### src/rtl/cache_arb_pkg.sv
// cache_arb_pkg
//   Shared types and constants for the two-requester cache arbiter.
//   - arb_state_e : arbiter FSM encoding (2'b11 is never entered normally)
//   - GNT_I/GNT_D : grant / last-grant encoding, also the bit index of each
//                   requester inside the req/gnt vectors of arb_rr2
//   - arb_rsp_t   : response routed back to whichever port owns the cache
package cache_arb_pkg;

    localparam int ADDR_W = 16;
    localparam int DATA_W = 16;

    typedef enum logic [1:0] {
        ARB_IDLE   = 2'b00,
        ARB_BUSY_I = 2'b01,
        ARB_BUSY_D = 2'b10,
        ARB_BAD    = 2'b11
    } arb_state_e;

    localparam logic GNT_I = 1'b0;
    localparam logic GNT_D = 1'b1;

    typedef struct packed {
        logic              done;
        logic              hit;
        logic              err;
        logic [DATA_W-1:0] data;
    } arb_rsp_t;

endpackage

### src/rtl/cache_arbiter_if.sv
// cache_arbiter_if
//   Bundles the fetch port (i_*), the memory-stage port (d_*) and the cache
//   controller port (c_*) of the arbiter.
//   - slave  : the arbiter's view (consumes requests and cache responses)
//   - master : the environment's view (pipeline stages plus cache controller)
interface cache_arbiter_if;
    import cache_arb_pkg::*;

    // Instruction-fetch port
    logic              i_rd;
    logic [ADDR_W-1:0] i_addr;
    logic [DATA_W-1:0] i_data_out;
    logic              i_done;
    logic              i_stall;
    logic              i_hit;
    logic              i_err;

    // Data-memory port
    logic              d_rd;
    logic              d_wr;
    logic [ADDR_W-1:0] d_addr;
    logic [DATA_W-1:0] d_data_in;
    logic [DATA_W-1:0] d_data_out;
    logic              d_done;
    logic              d_stall;
    logic              d_hit;
    logic              d_err;

    // Cache controller port
    logic [ADDR_W-1:0] c_addr;
    logic [DATA_W-1:0] c_data_in;
    logic              c_rd;
    logic              c_wr;
    logic [DATA_W-1:0] c_data_out;
    logic              c_done;
    logic              c_stall;
    logic              c_hit;
    logic              c_err;

    modport slave (
        input  i_rd, i_addr,
        output i_data_out, i_done, i_stall, i_hit, i_err,
        input  d_rd, d_wr, d_addr, d_data_in,
        output d_data_out, d_done, d_stall, d_hit, d_err,
        output c_addr, c_data_in, c_rd, c_wr,
        input  c_data_out, c_done, c_stall, c_hit, c_err
    );

    modport master (
        output i_rd, i_addr,
        input  i_data_out, i_done, i_stall, i_hit, i_err,
        output d_rd, d_wr, d_addr, d_data_in,
        input  d_data_out, d_done, d_stall, d_hit, d_err,
        input  c_addr, c_data_in, c_rd, c_wr,
        output c_data_out, c_done, c_stall, c_hit, c_err
    );

endinterface

### src/rtl/arb_rr2.sv
// arb_rr2
//   Two-way round-robin picker, purely combinational.
//   - req[1:0] : in,  request vector (bit GNT_I = fetch, bit GNT_D = data)
//   - last     : in,  requester served most recently (GNT_I / GNT_D)
//   - gnt[1:0] : out, one-hot grant, or zero when nothing requests
module arb_rr2
    import cache_arb_pkg::*;
(
    input  logic [1:0] req,
    input  logic       last,
    output logic [1:0] gnt
);

    always_comb begin
        gnt = '0;
        case (req)
            2'b01:   gnt = 2'b01;
            2'b10:   gnt = 2'b10;
            // On a tie the requester that was not served last wins.
            2'b11:   gnt = (last == GNT_I) ? 2'b10 : 2'b01;
            default: gnt = '0;
        endcase
    end

endmodule

### src/rtl/cache_arbiter.sv
// cache_arbiter
//   Shares one single-ported cache controller between the instruction-fetch
//   port (read only) and the data-memory port (read/write). Requests are
//   issued one at a time with round-robin fairness; done/hit/err/data are
//   routed back to the owner, and a watchdog aborts transactions that never
//   see c_done.
//   - clk : in, clock, rising edge
//   - rst : in, asynchronous active-high reset
//   - bus : cache_arbiter_if.slave (fetch port, data port, cache port)
//   Parameters:
//   - TIMEOUT_CYCLES : busy cycles without c_done before the abort
//   - CNT_W          : watchdog width, 2**CNT_W must exceed TIMEOUT_CYCLES
module cache_arbiter
    import cache_arb_pkg::*;
#(
    parameter int TIMEOUT_CYCLES = 64,
    parameter int CNT_W          = 8
) (
    input logic            clk,
    input logic            rst,
    cache_arbiter_if.slave bus
);

    localparam logic [CNT_W-1:0] WDOG_LAST = CNT_W'(TIMEOUT_CYCLES - 1);

    arb_state_e       state_q, state_d;
    logic             last_q, last_d;
    logic [CNT_W-1:0] wdog_q, wdog_d;

    logic             d_ill;
    logic             d_req;
    logic [1:0]       req;
    logic [1:0]       gnt;
    arb_rsp_t         rsp;
    logic             fin;

    // A simultaneous read+write on the data port is illegal and never
    // competes for the cache; only a clean read or write is a request.
    assign d_ill = bus.d_rd & bus.d_wr;
    assign d_req = bus.d_rd ^ bus.d_wr;
    assign req   = {d_req, bus.i_rd};

    arb_rr2 u_rr (
        .req  (req),
        .last (last_q),
        .gnt  (gnt)
    );

    always_ff @(posedge clk or posedge rst) begin
        if (rst) begin
            state_q <= ARB_IDLE;
            last_q  <= GNT_I;
            wdog_q  <= '0;
        end else begin
            state_q <= state_d;
            last_q  <= last_d;
            wdog_q  <= wdog_d;
        end
    end

    always_comb begin
        state_d        = state_q;
        last_d         = last_q;
        wdog_d         = wdog_q;
        rsp            = '0;
        fin            = 1'b0;

        bus.i_data_out = '0;
        bus.i_done     = 1'b0;
        bus.i_stall    = 1'b0;
        bus.i_hit      = 1'b0;
        bus.i_err      = 1'b0;
        bus.d_data_out = '0;
        bus.d_done     = 1'b0;
        bus.d_stall    = 1'b0;
        bus.d_hit      = 1'b0;
        bus.d_err      = 1'b0;
        bus.c_addr     = '0;
        bus.c_data_in  = '0;
        bus.c_rd       = 1'b0;
        bus.c_wr       = 1'b0;

        case (state_q)
            ARB_IDLE: begin
                wdog_d = '0;
                // The illegal data request is rejected on its own; the
                // fetch port may still be granted in the same cycle.
                if (d_ill) begin
                    bus.d_err = 1'b1;
                end
                if (bus.c_stall) begin
                    bus.i_stall = 1'b1;
                    bus.d_stall = ~d_ill;
                end else if (gnt[GNT_I]) begin
                    // Strobe goes out now so the cache samples it this edge.
                    bus.c_rd    = 1'b1;
                    bus.c_addr  = bus.i_addr;
                    bus.i_stall = 1'b1;
                    bus.d_stall = ~d_ill;
                    state_d     = ARB_BUSY_I;
                end else if (gnt[GNT_D]) begin
                    bus.c_rd      = bus.d_rd;
                    bus.c_wr      = bus.d_wr;
                    bus.c_addr    = bus.d_addr;
                    bus.c_data_in = bus.d_data_in;
                    bus.d_stall   = 1'b1;
                    bus.i_stall   = 1'b1;
                    state_d       = ARB_BUSY_D;
                end
            end

            ARB_BUSY_I, ARB_BUSY_D: begin
                wdog_d = wdog_q + 1'b1;
                // c_done wins over the watchdog when both land together.
                if (bus.c_done) begin
                    rsp.done = 1'b1;
                    rsp.hit  = bus.c_hit;
                    rsp.err  = bus.c_err;
                    rsp.data = bus.c_data_out;
                    fin      = 1'b1;
                end else if (wdog_q == WDOG_LAST) begin
                    rsp.err  = 1'b1;
                    fin      = 1'b1;
                end

                if (fin) begin
                    wdog_d  = '0;
                    state_d = ARB_IDLE;
                    last_d  = (state_q == ARB_BUSY_D) ? GNT_D : GNT_I;
                end

                // The owner's inputs keep driving the cache even if the
                // requester has already dropped its strobe.
                if (state_q == ARB_BUSY_D) begin
                    bus.c_addr     = bus.d_addr;
                    bus.c_data_in  = bus.d_data_in;
                    bus.d_done     = rsp.done;
                    bus.d_hit      = rsp.hit;
                    bus.d_err      = rsp.err;
                    bus.d_data_out = rsp.data;
                    bus.d_stall    = ~fin;
                    bus.i_stall    = 1'b1;
                end else begin
                    bus.c_addr     = bus.i_addr;
                    bus.i_done     = rsp.done;
                    bus.i_hit      = rsp.hit;
                    bus.i_err      = rsp.err;
                    bus.i_data_out = rsp.data;
                    bus.i_stall    = ~fin;
                    bus.d_stall    = 1'b1;
                end
            end

            default: begin
                // Unreachable encoding: fall back to idle quietly.
                state_d     = ARB_IDLE;
                wdog_d      = '0;
                bus.i_stall = 1'b1;
                bus.d_stall = 1'b1;
            end
        endcase

        // While reset is held nothing may pulse and both ports must wait.
        if (rst) begin
            bus.i_data_out = '0;
            bus.i_done     = 1'b0;
            bus.i_hit      = 1'b0;
            bus.i_err      = 1'b0;
            bus.d_data_out = '0;
            bus.d_done     = 1'b0;
            bus.d_hit      = 1'b0;
            bus.d_err      = 1'b0;
            bus.c_rd       = 1'b0;
            bus.c_wr       = 1'b0;
            bus.i_stall    = 1'b1;
            bus.d_stall    = 1'b1;
        end
    end

endmodule
### src/flat_wrapper.sv
// flat-port wrapper written by rule: the top's interface ports become plain ports
module cache_arbiter_flat import cache_arb_pkg::*;
#(
    parameter int TIMEOUT_CYCLES = 64,
    parameter int CNT_W          = 8
)
  (clk, rst, bus_i_rd, bus_i_addr, bus_i_data_out, bus_i_done, bus_i_stall, bus_i_hit, bus_i_err, bus_d_rd, bus_d_wr, bus_d_addr, bus_d_data_in, bus_d_data_out, bus_d_done, bus_d_stall, bus_d_hit, bus_d_err, bus_c_addr, bus_c_data_in, bus_c_rd, bus_c_wr, bus_c_data_out, bus_c_done, bus_c_stall, bus_c_hit, bus_c_err);
  cache_arbiter_if bus_i ();
  input logic clk;
  input logic rst;
  input wire logic [$bits(bus_i.i_rd)-1:0] bus_i_rd;
  input wire logic [$bits(bus_i.i_addr)-1:0] bus_i_addr;
  output wire logic [$bits(bus_i.i_data_out)-1:0] bus_i_data_out;
  output wire logic [$bits(bus_i.i_done)-1:0] bus_i_done;
  output wire logic [$bits(bus_i.i_stall)-1:0] bus_i_stall;
  output wire logic [$bits(bus_i.i_hit)-1:0] bus_i_hit;
  output wire logic [$bits(bus_i.i_err)-1:0] bus_i_err;
  input wire logic [$bits(bus_i.d_rd)-1:0] bus_d_rd;
  input wire logic [$bits(bus_i.d_wr)-1:0] bus_d_wr;
  input wire logic [$bits(bus_i.d_addr)-1:0] bus_d_addr;
  input wire logic [$bits(bus_i.d_data_in)-1:0] bus_d_data_in;
  output wire logic [$bits(bus_i.d_data_out)-1:0] bus_d_data_out;
  output wire logic [$bits(bus_i.d_done)-1:0] bus_d_done;
  output wire logic [$bits(bus_i.d_stall)-1:0] bus_d_stall;
  output wire logic [$bits(bus_i.d_hit)-1:0] bus_d_hit;
  output wire logic [$bits(bus_i.d_err)-1:0] bus_d_err;
  output wire logic [$bits(bus_i.c_addr)-1:0] bus_c_addr;
  output wire logic [$bits(bus_i.c_data_in)-1:0] bus_c_data_in;
  output wire logic [$bits(bus_i.c_rd)-1:0] bus_c_rd;
  output wire logic [$bits(bus_i.c_wr)-1:0] bus_c_wr;
  input wire logic [$bits(bus_i.c_data_out)-1:0] bus_c_data_out;
  input wire logic [$bits(bus_i.c_done)-1:0] bus_c_done;
  input wire logic [$bits(bus_i.c_stall)-1:0] bus_c_stall;
  input wire logic [$bits(bus_i.c_hit)-1:0] bus_c_hit;
  input wire logic [$bits(bus_i.c_err)-1:0] bus_c_err;
  assign bus_i.i_rd = bus_i_rd;
  assign bus_i.i_addr = bus_i_addr;
  assign bus_i_data_out = bus_i.i_data_out;
  assign bus_i_done = bus_i.i_done;
  assign bus_i_stall = bus_i.i_stall;
  assign bus_i_hit = bus_i.i_hit;
  assign bus_i_err = bus_i.i_err;
  assign bus_i.d_rd = bus_d_rd;
  assign bus_i.d_wr = bus_d_wr;
  assign bus_i.d_addr = bus_d_addr;
  assign bus_i.d_data_in = bus_d_data_in;
  assign bus_d_data_out = bus_i.d_data_out;
  assign bus_d_done = bus_i.d_done;
  assign bus_d_stall = bus_i.d_stall;
  assign bus_d_hit = bus_i.d_hit;
  assign bus_d_err = bus_i.d_err;
  assign bus_c_addr = bus_i.c_addr;
  assign bus_c_data_in = bus_i.c_data_in;
  assign bus_c_rd = bus_i.c_rd;
  assign bus_c_wr = bus_i.c_wr;
  assign bus_i.c_data_out = bus_c_data_out;
  assign bus_i.c_done = bus_c_done;
  assign bus_i.c_stall = bus_c_stall;
  assign bus_i.c_hit = bus_c_hit;
  assign bus_i.c_err = bus_c_err;
  cache_arbiter #(.TIMEOUT_CYCLES(TIMEOUT_CYCLES), .CNT_W(CNT_W)) u_core (.clk(clk), .rst(rst), .bus(bus_i));
endmodule
### config.mk
export PLATFORM = sky130hd
export DESIGN_NAME = cache_arbiter_flat
export DESIGN_NICKNAME = d
export VERILOG_FILES = /design/src/rtl/cache_arb_pkg.sv /design/src/rtl/cache_arbiter_if.sv /design/src/rtl/arb_rr2.sv /design/src/rtl/cache_arbiter.sv /design/src/flat_wrapper.sv
export SDC_FILE = /design/constraint.sdc
export NUM_CORES = 1
export LEC_CHECK = 0
export BUFFER_PORTS_ARGS = -buffer_cell sky130_fd_sc_hd__buf_4
export CORE_UTILIZATION = 42
export DETAILED_ROUTE_END_ITERATION = 8
export MAX_ROUTING_LAYER = met4
export PLACE_DENSITY_LB_ADDON = 0.2
export SLEW_MARGIN = 10
export SYNTH_ARGS = -nofsm -noshare
export SYNTH_HDL_FRONTEND = slang
export SYNTH_SLANG_ARGS = --single-unit
### constraint.sdc
create_clock -name clk -period 3.5 [get_ports clk]
set_clock_uncertainty 0.05 [all_clocks]
set_input_delay 0.875 -clock clk [delete_from_list [all_inputs] [get_ports clk]]
set_output_delay 0.875 -clock clk [all_outputs]
set_load 0.03 [all_outputs]
==> results.md <==
* Status: complete, no violations
* DR vias at 2024
* Synthesized area at 1700 um2
* Tightest Pin Transition at 678 ps
* Fin crit share at 0.955
* CP endpoint kind: output pin
* Syn avg cell area at 8.24 um2
* DRT iter0 DRCs at 105
* Nature of the critical path startpoint: input pin
* DR WL/cell at 14.5 um
* Reg power frac at 0.089
* Util after Layout at 0.763
* # port buffers at 146
* RSZ-0062 raised after global routing: false
* Worst hold start: u_core.wdog_q[0]
* H-tree depth at 1
* Post-synth EDFFs at 0
* Top_reg_cell synth: dfrtp_1
* Flop2flop setup slack at 1750 ps
* Vert. Die Dim at 65.6 um
* CTS Hold Bufs at 0
* Max Fclk at 299 MHz
* CP startpoint: bus_d_rd
* Leakage at 1.45 nW
* Net Sw Frac at 0.558
* Placed Instances at 391
* Hold path depth at 1
* Seq/Total Area, Yosys at 0.162
* Minimum clock period at 3340 ps
* Number of hold violations in the final report at 0
* Synth warn at 0
* Core footprint at 3770 um2
* VDD IR max at 0.000591 V
* Max-slew violations at 0
* DRC at 0
* TritonCTS clock tree: yes
* Initial Utilization at 0.450
* Die width at 65.6 um
* Antenna violations before repair at 0
* Post-synth net total at 285
* Asr flop ratio synth at 1.00
* Crit path kind: input pin to output pin
* Num rows at 22
* Cell variety after synth at 48
* Max_slew headroom at 0.548
* Vias in the first global route at 1894
* Ant diodes at 0
* Cell Pwr Density at 692 nW/um2
* Die area at 4300 um2
* NetSw at 1.11 mW
* DRT antenna net count at 0
* Post-layout power at 1.99 mW
* Synthesis-stage register bit count at 11
* Worst EP arrival at 2420 ps
* Share of layout cells above drive strength 1 at 0.536
* Post-detail-place hpwl at 4670 um
* Clock-pin slew on the worst setup and hold paths at 50 ps
* CTS Buffer Depth at 2
* Num CTS Buffers at 3
* Clk root buf: clkbuf_8
* Nets at 429
* Post-route insts no fill at 397
* Final setup violation count at 0
* Worst r2r dst: u_core.last_q
* DP Worst Slack at -87.0 ps
* CTS Sinks at 11
* FF-to-FF path depth at 6
* Reg2reg start: u_core.state_q[1]
* Max-Cap Viols at 0
* Final setup TNS at 0 ps
* CP max FO at 16
* Final GP Congestion at 0.884
* WP data required at 2570 ps
* Drt pass-1 iters at 4
* First-pass GRT wire length at 8910 um
* Part of the power in the clock network at 0.063
* Grt total ovfl at 0
* Min-Delay Endpoint: u_core.wdog_q[0]
* Clk_lat worst skew at 230 ps
* Worst min-delay path class: register to register
* Logic pwr share at 0.848
* Largest net degree at the start of global routing at 49
* Gr usage total at 0.272
* Int Pwr at 0.880 mW
* Routed wire length at 5760 um
* Via density at 5.10
* Io pins at 147
* Area Growth Syn to Fin at 69.6%
* Post-layout worst setup margin at 159 ps
* Syn Inst Count at 206
## logic make-up (layout without fill, tap and decap cells)
group | Yosys count | in the layout | synth area share
AO/OA/AOI/OAI | 42 | 42 | 0.249
XOR/XNOR | 3 | 3 | 0.0155
adder cells (fa/ha/maj) | 6 | 6 | 0.0442
buffers and inverters | 35 | 178 | 0.0988
flip-flops | 11 | 11 | 0.162
multiplexers | 1 | 1 | 0.00664
AND/OR/NAND/NOR | 108 | 108 | 0.423
## stage by stage
step           instance area, um2  hold WS [ps]
6_report                     2880           453
4_1_cts                      2860           456
3_3_place_gp                 2800           428
3_5_place_dp                 2800           449
2_1_floorplan                1700           405
5_1_grt                      2880           482
## area by class of cell
cell class	instances	area (um2)
inverter	22	82.6
timing repair buffer	152	1140
fill	289	893
multi-input combinational	160	1270
tap	48	60.1
clock buffer	3	41.3
clock inverter	1	5.00
sequential	11	275
## layer usage
layer	GRT usage	vias to the layer above	share of wire
met5	-	-	0
met4	0.0598	0	0.014
met3	0.0573	8	0.084
met2	0.509	81	0.53
met1	0.291	929	0.37
li1	-	1006	-
## cell usage in the layout (no fill, tap or decap), types with 3 or more instances in the layout
master and n:
and2_1 35, nand4_1 3, nand2_1 8, nor3b_1 6
buf_4 152, nand3_1 5, clkbuf_8 3, inv_1 22
o211ai_1 3, o32ai_1 6, or3_1 4, nor3b_2 10
o21ai_0 5, o32ai_2 10, dfrtp_1 11, a21oi_1 3
nor2_1 6, ha_1 5, nand2b_1 19
## registers in the layout (all words and copies together), names as in the netlist
name,flops
u_core.last_q,1
u_core.wdog_q,8
u_core.state_q,2
## worst max path at each step
stage	slack, ps	to	cells past startpoint
3_5_place_dp	-90	bus_c_addr[15]	6
2_1_floorplan	240	bus_c_data_in[0]	4
3_3_place_gp	-80	bus_c_addr[15]	6
6_report	160	bus_c_addr[1]	6
5_1_grt	10	bus_c_addr[1]	6
4_1_cts	80	bus_c_addr[1]	6
## cells in the mapped netlist (2+ instances only)
cell,number,area share
buf_6,2,0.013
o32ai_2,10,0.096
nand2_1,8,0.018
nor2b_1,2,0.0074
nor3b_2,10,0.074
inv_1,22,0.049
a21boi_2,2,0.013
and2_1,35,0.13
o2111ai_1,2,0.010
nand3_1,5,0.015
or2_1,2,0.0074
o32ai_1,6,0.031
or3_1,4,0.015
o21ai_0,5,0.015
o211ai_1,3,0.013
nand2b_1,19,0.070
a21oi_1,3,0.0088
nor2_2,2,0.0074
clkbuf_1,4,0.0088
dfrtp_1,11,0.16
ha_1,6,0.044
nor2_1,6,0.013
nor3b_1,6,0.027
nand4_1,3,0.011
buf_2,4,0.012
xnor2_1,2,0.010
## power by group through the flow
| stage | sequential [mW] | clock (mW) | combinational [mW] |
|---|---|---|---|
| floorplan | 0.170 | 0 | 1.17 |
| global placement | 0.176 | 0 | 1.64 |
| detailed placement | 0.179 | 0 | 1.66 |
| CTS | 0.176 | 0.127 | 1.67 |
| global route | 0.180 | 0.138 | 1.79 |
| finish | 0.177 | 0.125 | 1.69 |
## worst max-delay path: stages
cell	delay (ps)
buf_4	120
ha_1	340
nand2b_1	150
a32oi_4	580
o32ai_1	160
buf_4	200
## repair_timing
action | 4_1_cts | 5_1_grt
setup endpoints to repair | 22 | 16
endpoints found under the hold margin | 0 | 0
pin swaps | 0 | 2
resized for setup | 2 | 1
buffers inserted | 0 | 2
Note: power is estimated with default switching activity, not from simulation.
